--- config.mk ---
export PLATFORM = sky130hd
export DESIGN_NAME = sram_port_sched
export DESIGN_NICKNAME = d
export VERILOG_FILES = /design/src/rtl/sram_ctrl_pkg.sv /design/src/rtl/rr_arbiter.sv /design/src/rtl/sram_port_sched.sv
export SDC_FILE = /design/constraint.sdc
export NUM_CORES = 1
export LEC_CHECK = 0
export ABC_AREA = 1
export CAP_MARGIN = 20
export CELL_PAD_IN_SITES_DETAIL_PLACEMENT = 1
export CELL_PAD_IN_SITES_GLOBAL_PLACEMENT = 2
export CORE_MARGIN = 2
export CORE_UTILIZATION = 17
export DETAILED_ROUTE_END_ITERATION = 10
export PLACE_DENSITY = 0.87
export SETUP_SLACK_MARGIN = 0.3
export SYNTH_ARGS = -nofsm -noshare
export SYNTH_HDL_FRONTEND = slang
export SYNTH_SLANG_ARGS = --single-unit
--- constraint.sdc ---
create_clock -name clk_in -period 3.25 [get_ports clk_in]
set_clock_uncertainty 0.2 [all_clocks]
set_input_delay 0.65 -clock clk_in [delete_from_list [all_inputs] [get_ports clk_in]]
set_output_delay 0.65 -clock clk_in [all_outputs]
set_load 0.005 [all_outputs]
--- src/rtl/sram_ctrl_pkg.sv ---
// rtl/sram_ctrl_pkg.sv - shared types and helpers for SRAM port schedulers
package sram_ctrl_pkg;

    typedef enum logic {
        ST_INIT = 1'b0,
        ST_RUN  = 1'b1
    } state_t;

    // Widest requester id carried in the read-return pipe.
    localparam int ID_W_MAX = 8;

    // Requester id width: log2 of the requester count, never below one bit.
    function automatic int id_width(input int num_req);
        return (num_req > 2) ? $clog2(num_req) : 1;
    endfunction

    typedef struct packed {
        logic                valid;
        logic [ID_W_MAX-1:0] id;
    } rd_pipe_t;

endpackage

--- src/rtl/rr_arbiter.sv ---
// rtl/rr_arbiter.sv - round-robin arbiter with one-hot grant and rotating pointer
module rr_arbiter
    import sram_ctrl_pkg::*;
#(
    parameter  int NUM_REQ = 4,
    localparam int ID_W    = id_width(NUM_REQ)
) (
    input  logic               clk_in,
    input  logic               rst_n_in,
    input  logic               en_in,
    input  logic [NUM_REQ-1:0] req_in,
    output logic [NUM_REQ-1:0] gnt_out,
    output logic [ID_W-1:0]    gnt_id_out,
    output logic               accept_out
);

    logic [ID_W-1:0] ptr_q;

    // Scan requesters starting at the pointer; ptr+k covers 0..2N-2, so a
    // lane matches either directly or after one wrap.
    always_comb begin
        gnt_out    = '0;
        gnt_id_out = '0;
        accept_out = 1'b0;
        if (en_in) begin
            for (int k = 0; k < NUM_REQ; k++) begin
                for (int i = 0; i < NUM_REQ; i++) begin
                    if (!accept_out && req_in[i] &&
                        ((int'(ptr_q) + k == i) || (int'(ptr_q) + k == i + NUM_REQ))) begin
                        accept_out = 1'b1;
                        gnt_out[i] = 1'b1;
                        gnt_id_out = ID_W'(i);
                    end
                end
            end
        end
    end

    // Pointer moves just past the winner on accept, wrapping at NUM_REQ-1.
    always_ff @(posedge clk_in) begin
        if (!rst_n_in) begin
            ptr_q <= '0;
        end else if (accept_out) begin
            ptr_q <= (gnt_id_out == ID_W'(NUM_REQ - 1)) ? '0 : gnt_id_out + 1'b1;
        end
    end

endmodule

--- src/rtl/sram_port_sched.sv ---
// rtl/sram_port_sched.sv - one-port SRAM scheduler with zero-fill and round-robin access
module sram_port_sched
    import sram_ctrl_pkg::*;
#(
    parameter int NUM_REQ = 4,
    parameter int DWIDTH  = 32,
    parameter int AWIDTH  = 5,
    parameter int INIT_EN = 1
) (
    input  logic                      clk_in,
    input  logic                      rst_n_in,
    input  logic [NUM_REQ-1:0]        req_in,
    input  logic [NUM_REQ-1:0]        we_in,
    input  logic [NUM_REQ*AWIDTH-1:0] addr_in,
    input  logic [NUM_REQ*DWIDTH-1:0] wdata_in,
    output logic [NUM_REQ-1:0]        gnt_out,
    output logic [NUM_REQ-1:0]        rvalid_out,
    output logic [DWIDTH-1:0]         rdata_out,
    output logic                      init_done_out,
    output logic                      sram_en_out,
    output logic                      sram_we_out,
    output logic [AWIDTH-1:0]         sram_addr_out,
    output logic [DWIDTH-1:0]         sram_d_out,
    input  logic [DWIDTH-1:0]         sram_d_in
);

    localparam int     ID_W      = id_width(NUM_REQ);
    localparam state_t RST_STATE = (INIT_EN != 0) ? ST_INIT : ST_RUN;

    state_t            state_q;
    state_t            state_d;
    logic [AWIDTH-1:0] cnt_q;
    logic              arb_en;
    logic              accept;
    logic [ID_W-1:0]   arb_gnt_id;
    logic              win_we;
    logic [AWIDTH-1:0] win_addr;
    logic [DWIDTH-1:0] win_wdata;
    rd_pipe_t          rd_s1_q;
    rd_pipe_t          rd_s2_q;

    rr_arbiter #(
        .NUM_REQ (NUM_REQ)
    ) u_arb (
        .clk_in     (clk_in),
        .rst_n_in   (rst_n_in),
        .en_in      (arb_en),
        .req_in     (req_in),
        .gnt_out    (gnt_out),
        .gnt_id_out (arb_gnt_id),
        .accept_out (accept)
    );

    // State register.
    always_ff @(posedge clk_in) begin
        if (!rst_n_in) begin
            state_q <= RST_STATE;
        end else begin
            state_q <= state_d;
        end
    end

    // Leave INIT once the command for the last address has been registered.
    always_comb begin
        state_d = state_q;
        case (state_q)
            ST_INIT: if (cnt_q == '1) state_d = ST_RUN;
            ST_RUN:  state_d = ST_RUN;
            default: state_d = RST_STATE;
        endcase
    end

    // FSM outputs: arbitration only in RUN, never while reset is held.
    always_comb begin
        arb_en        = (state_q == ST_RUN) && rst_n_in;
        init_done_out = (state_q == ST_RUN) && rst_n_in;
    end

    // Zero-fill address counter, advancing once per INIT cycle.
    always_ff @(posedge clk_in) begin
        if (!rst_n_in) begin
            cnt_q <= '0;
        end else if (state_q == ST_INIT) begin
            cnt_q <= cnt_q + 1'b1;
        end
    end

    // One-hot mux of the winning requester's command fields.
    always_comb begin
        win_we    = 1'b0;
        win_addr  = '0;
        win_wdata = '0;
        for (int i = 0; i < NUM_REQ; i++) begin
            if (gnt_out[i]) begin
                win_we    = we_in[i];
                win_addr  = addr_in[i*AWIDTH +: AWIDTH];
                win_wdata = wdata_in[i*DWIDTH +: DWIDTH];
            end
        end
    end

    // Registered SRAM command: zero-fill writes in INIT, accepted accesses in RUN.
    always_ff @(posedge clk_in) begin
        if (!rst_n_in) begin
            sram_en_out   <= 1'b0;
            sram_we_out   <= 1'b0;
            sram_addr_out <= '0;
            sram_d_out    <= '0;
        end else if (state_q == ST_INIT) begin
            sram_en_out   <= 1'b1;
            sram_we_out   <= 1'b1;
            sram_addr_out <= cnt_q;
            sram_d_out    <= '0;
        end else if (accept) begin
            sram_en_out   <= 1'b1;
            sram_we_out   <= win_we;
            sram_addr_out <= win_addr;
            sram_d_out    <= win_wdata;
        end else begin
            sram_en_out   <= 1'b0;
        end
    end

    // Read-return pipe: stage 1 lines up with the command, stage 2 with SRAM data.
    always_ff @(posedge clk_in) begin
        if (!rst_n_in) begin
            rd_s1_q <= '0;
            rd_s2_q <= '0;
        end else begin
            rd_s1_q.valid <= accept & ~win_we;
            rd_s1_q.id    <= ID_W_MAX'(arb_gnt_id);
            rd_s2_q       <= rd_s1_q;
        end
    end

    // Decode the returning id into a one-hot valid; data passes straight through.
    always_comb begin
        rvalid_out = '0;
        for (int i = 0; i < NUM_REQ; i++) begin
            rvalid_out[i] = rd_s2_q.valid && (rd_s2_q.id == ID_W_MAX'(i));
        end
        rdata_out = sram_d_in;
    end

endmodule
==> impl_results.md <==
- CTS sink cnt: 53
- Drt drc: 0
- Worst hold slack: approximately 0.22 ns
- Mean Syn Cell Area: about 6.0 um2
- Flop pwr share: 39.3%
- RSZ-0062 raised after global routing: yes
- Hold buffer count at cts: 0
- Initial antenna violation count: 1
- Vias in the first global route: 5074
- Setup TNS: -0.818 ns
- Seq/Total Area, Yosys: 26.3%
- Final worst slack: -0.283 ns
- Pre-antenna DRT Iters: 4
- Pint: 1.27 mW
- Fin area: between 0.007 and 0.008 mm2
- Slew @ Worst Pin: 0.493 ns
- Fin crit share: 109%
- Worst EP arrival: 3.56 ns
- Die Y: 158 um
- Final #Nets: 1112
- Fmax: between 200 and 300 MHz
- Die W: approximately 160 um
- Max Root-Sink Buffers: 2
- Most used cell, CP: buf_6
- YS warnings: 0
- Overall routing resource usage: 14.3%
- Final Setup Violations: 4
- Detailed placer's ending HPWL: 12.6 mm
- Max Cap Viol: 0
- Pwr dens: approximately 210 mW/mm2
- H-tree depth: 2
- Worst-path clk slew: 0.08 ns
- Share of layout cells above drive strength 1: 28.6%
- CTS Buf Count: 5
- Ports: 270
- Highest fanout seen on the critical path: 5
- #FFs+latches synth: 53
- Netlist Area Pre-Place: 0.00404 mm2
- Syn_nets: roughly 860
- Tmin final: 3.53 ns
- Max transition margin: ~67%
- Comb pwr share: 21.5%
- Via Count: between 5000 and 6000
- Initial drt markers: 204
- Area delta synth->final: 97.6%
- Crit path required time: 3.28 ns
- TritonCTS clock tree: yes
- Area post-placement: 0.00645 mm2
- Worst ir drop on vdd: roughly 180 uV
- Cells after Synth: 667
- Worst hold-check path type: flip-flop to flip-flop
- Initial Util: 17.2%
- Worst setup EP type: flip-flop
- Std cell rows: 56
- Pin count of the biggest net entering global routing: 99
- Sw Share: between 20 and 25%
- CP Class: flip-flop to flip-flop
- Status: finished, violations left
- Routed len/inst: 16.9 um
- Slowest-stage cell, CP: dfxtp_4
- Psw: approximately 0.4 mW
- WL final: 21.0 mm
- Startpoint types: flip-flop
- Count of cell types in the netlist: 29
- Die Area: around 0.025 mm2
- Antenna Nets Post-Route: 0
- Clock power frac: 39.2%
- Failing checks: negative setup slack
- Clock root cell: clkbuf_16
- Port buffer count: 205
- First-pass GRT wire length: about 27 mm
- Hold Fails Final Rpt: 0
- Critical-path cell list: inv_2 -> nand3_4 -> nand3_4 -> nor2_4 -> nand4_1 -> nor2_1 -> nand4_1 -> nor2_1 -> nand4_1 -> buf_4 -> buf_6 -> buf_6 -> buf_6 -> buf_6 -> buf_6 -> buf_6 -> buf_6 -> buf_6 -> buf_6 -> buf_6 -> buf_6 -> a41oi_2
- Skew-Pair Late Insertion Delay: 0.30 ns
- Via density: 4.30
- P_leak: 3.88 nW
- CP peak stage delay: 0.41 ns
- GPL Wtd Cong: 0.842
- Utilization after layout: 34.1%
- Fill count: 2856
- Slew Limit Fails: 0
- Core Area: roughly 0.023 mm2
- Total gr overflow: 0
[state kept, by name, summed over array words and instances (netlist names)]
signal,flops
sram_we_out,1
sram_d_out,32
u_arb.ptr_q,2
rd_s2_q,3
cnt_q,5
state_q,1
rd_s1_q,3
sram_en_out,1
sram_addr_out,5
[cell type report]
cell class	instances	area, um2	area share (%)
inverter	102	393	4.93
timing repair buffer	313	3120	39.1
clock inverter	2	37.5	0.471
sequential	53	1070	13.4
antenna	1	2.50	0.0314
tap	319	399	5.01
multi-input combinational	445	2820	35.3
clock buffer	6	139	1.74
[cell usage after synthesis (all sizes together)]
| cell type | n | area, um2 |
|---|---|---|
| nor3 | 12 | 65.1 |
| nor2 | 97 | 377 |
| a31oi | 1 | 6.26 |
| nand3 | 166 | 931 |
| inv | 102 | 383 |
| nor4 | 1 | 6.26 |
| clkbuf | 8 | 30.0 |
| o31ai | 2 | 15.0 |
| buf | 59 | 423 |
| nand2 | 141 | 537 |
| a41oi | 1 | 8.76 |
| dfxtp | 53 | 1060 |
| and2 | 1 | 6.26 |
| o21ai | 6 | 41.3 |
| a21oi | 6 | 30.0 |
| ha | 2 | 25.0 |
| nand4 | 9 | 90.1 |
[stage by stage]
| step | instances | setup WS (ns) | power, mW |
|---|---|---|---|
| 6_report | 1241 | -0.283 | 1.68 |
| 5_1_grt | 1241 | -0.404 | 1.76 |
| 4_1_cts | 1216 | 0.105 | 1.68 |
| 3_5_place_dp | 1168 | -0.484 | 0.980 |
| 3_3_place_gp | 1168 | -0.438 | 0.977 |
| 2_1_floorplan | 667 | 0.456 | 0.765 |
[worst max-delay path, delay by kind of cell (launching register included)]
family | cells | cell delay (ns)
simple gates | 8 | 1.30
buf+inv | 13 | 1.39
flops | 1 | 0.41
compound gates | 1 | 0.13
[cell usage in the layout (no fill, tap or decap), types with 3 or more instances in the layout]
cell	instances
inv_2	6
nor2_4	8
inv_4	4
nand3_1	106
buf_4	68
o21ai_0	3
clkdlybuf4s50_1	196
nand2_4	38
dfxtp_1	51
nand3_4	6
buf_12	8
nor2_1	87
nand4_1	5
buf_2	5
nor3_1	9
nand2_1	97
buf_6	30
clkbuf_16	9
inv_1	92
nand3_2	54
nand2_2	5
nand4_4	4
a21oi_1	5
[final timing paths]
check / start / endpoint / slack [ns] / depth (start not counted)
max: u_arb.ptr_q[1]$_SDFFE_PN0P_ / rd_s1_q[1]$_SDFF_PN0_ / -0.28 / 22
min: rd_s1_q[1]$_SDFF_PN0_ / rd_s2_q[1]$_SDFF_PN0_ / 0.22 / 2
max reg2reg: u_arb.ptr_q[1]$_SDFFE_PN0P_ / rd_s1_q[1]$_SDFF_PN0_ / -0.28 / 22
min reg2reg: rd_s1_q[1]$_SDFF_PN0_ / rd_s2_q[1]$_SDFF_PN0_ / 0.22 / 2
[routing by layer]
layer | track usage, % | routed length (um) | part of all wire, % | up-vias
li1 | - | - | - | 2578
met1 | 16.3 | 8360 | 40 | 2506
met2 | 25.1 | 10400 | 50 | 198
met3 | 3.75 | 1390 | 6.6 | 59
met4 | 6.65 | 838 | 4.0 | 0
met5 | 0 | 0 | 0 | -
[power groups by stage]
stage                     Sequential [mW]  Combinational (mW)  Clock, mW
final                               0.659               0.361      0.658
after global routing                0.660               0.384      0.713
after CTS                           0.658               0.324      0.694
after detailed placement            0.675               0.305          0
after global placement              0.675               0.302          0
after floorplan                     0.674              0.0907          0
[what timing repair did]
item                       4_1_cts  5_1_grt
resized for setup               83      152
pin swaps                       20       29
buffers inserted                40       20
gates cloned                     0        4
setup endpoints to repair       43       47
[cell families after synthesis]
family,Yosys count,share of synthesized area (%)
adder cells (fa/ha/maj),2,0.620
flip-flops,53,26.3
AND/OR/NAND/NOR,427,49.9
buffers and inverters,169,20.7
AO/OA/AOI/OAI,16,2.51
(Power assumes the default switching activity.)
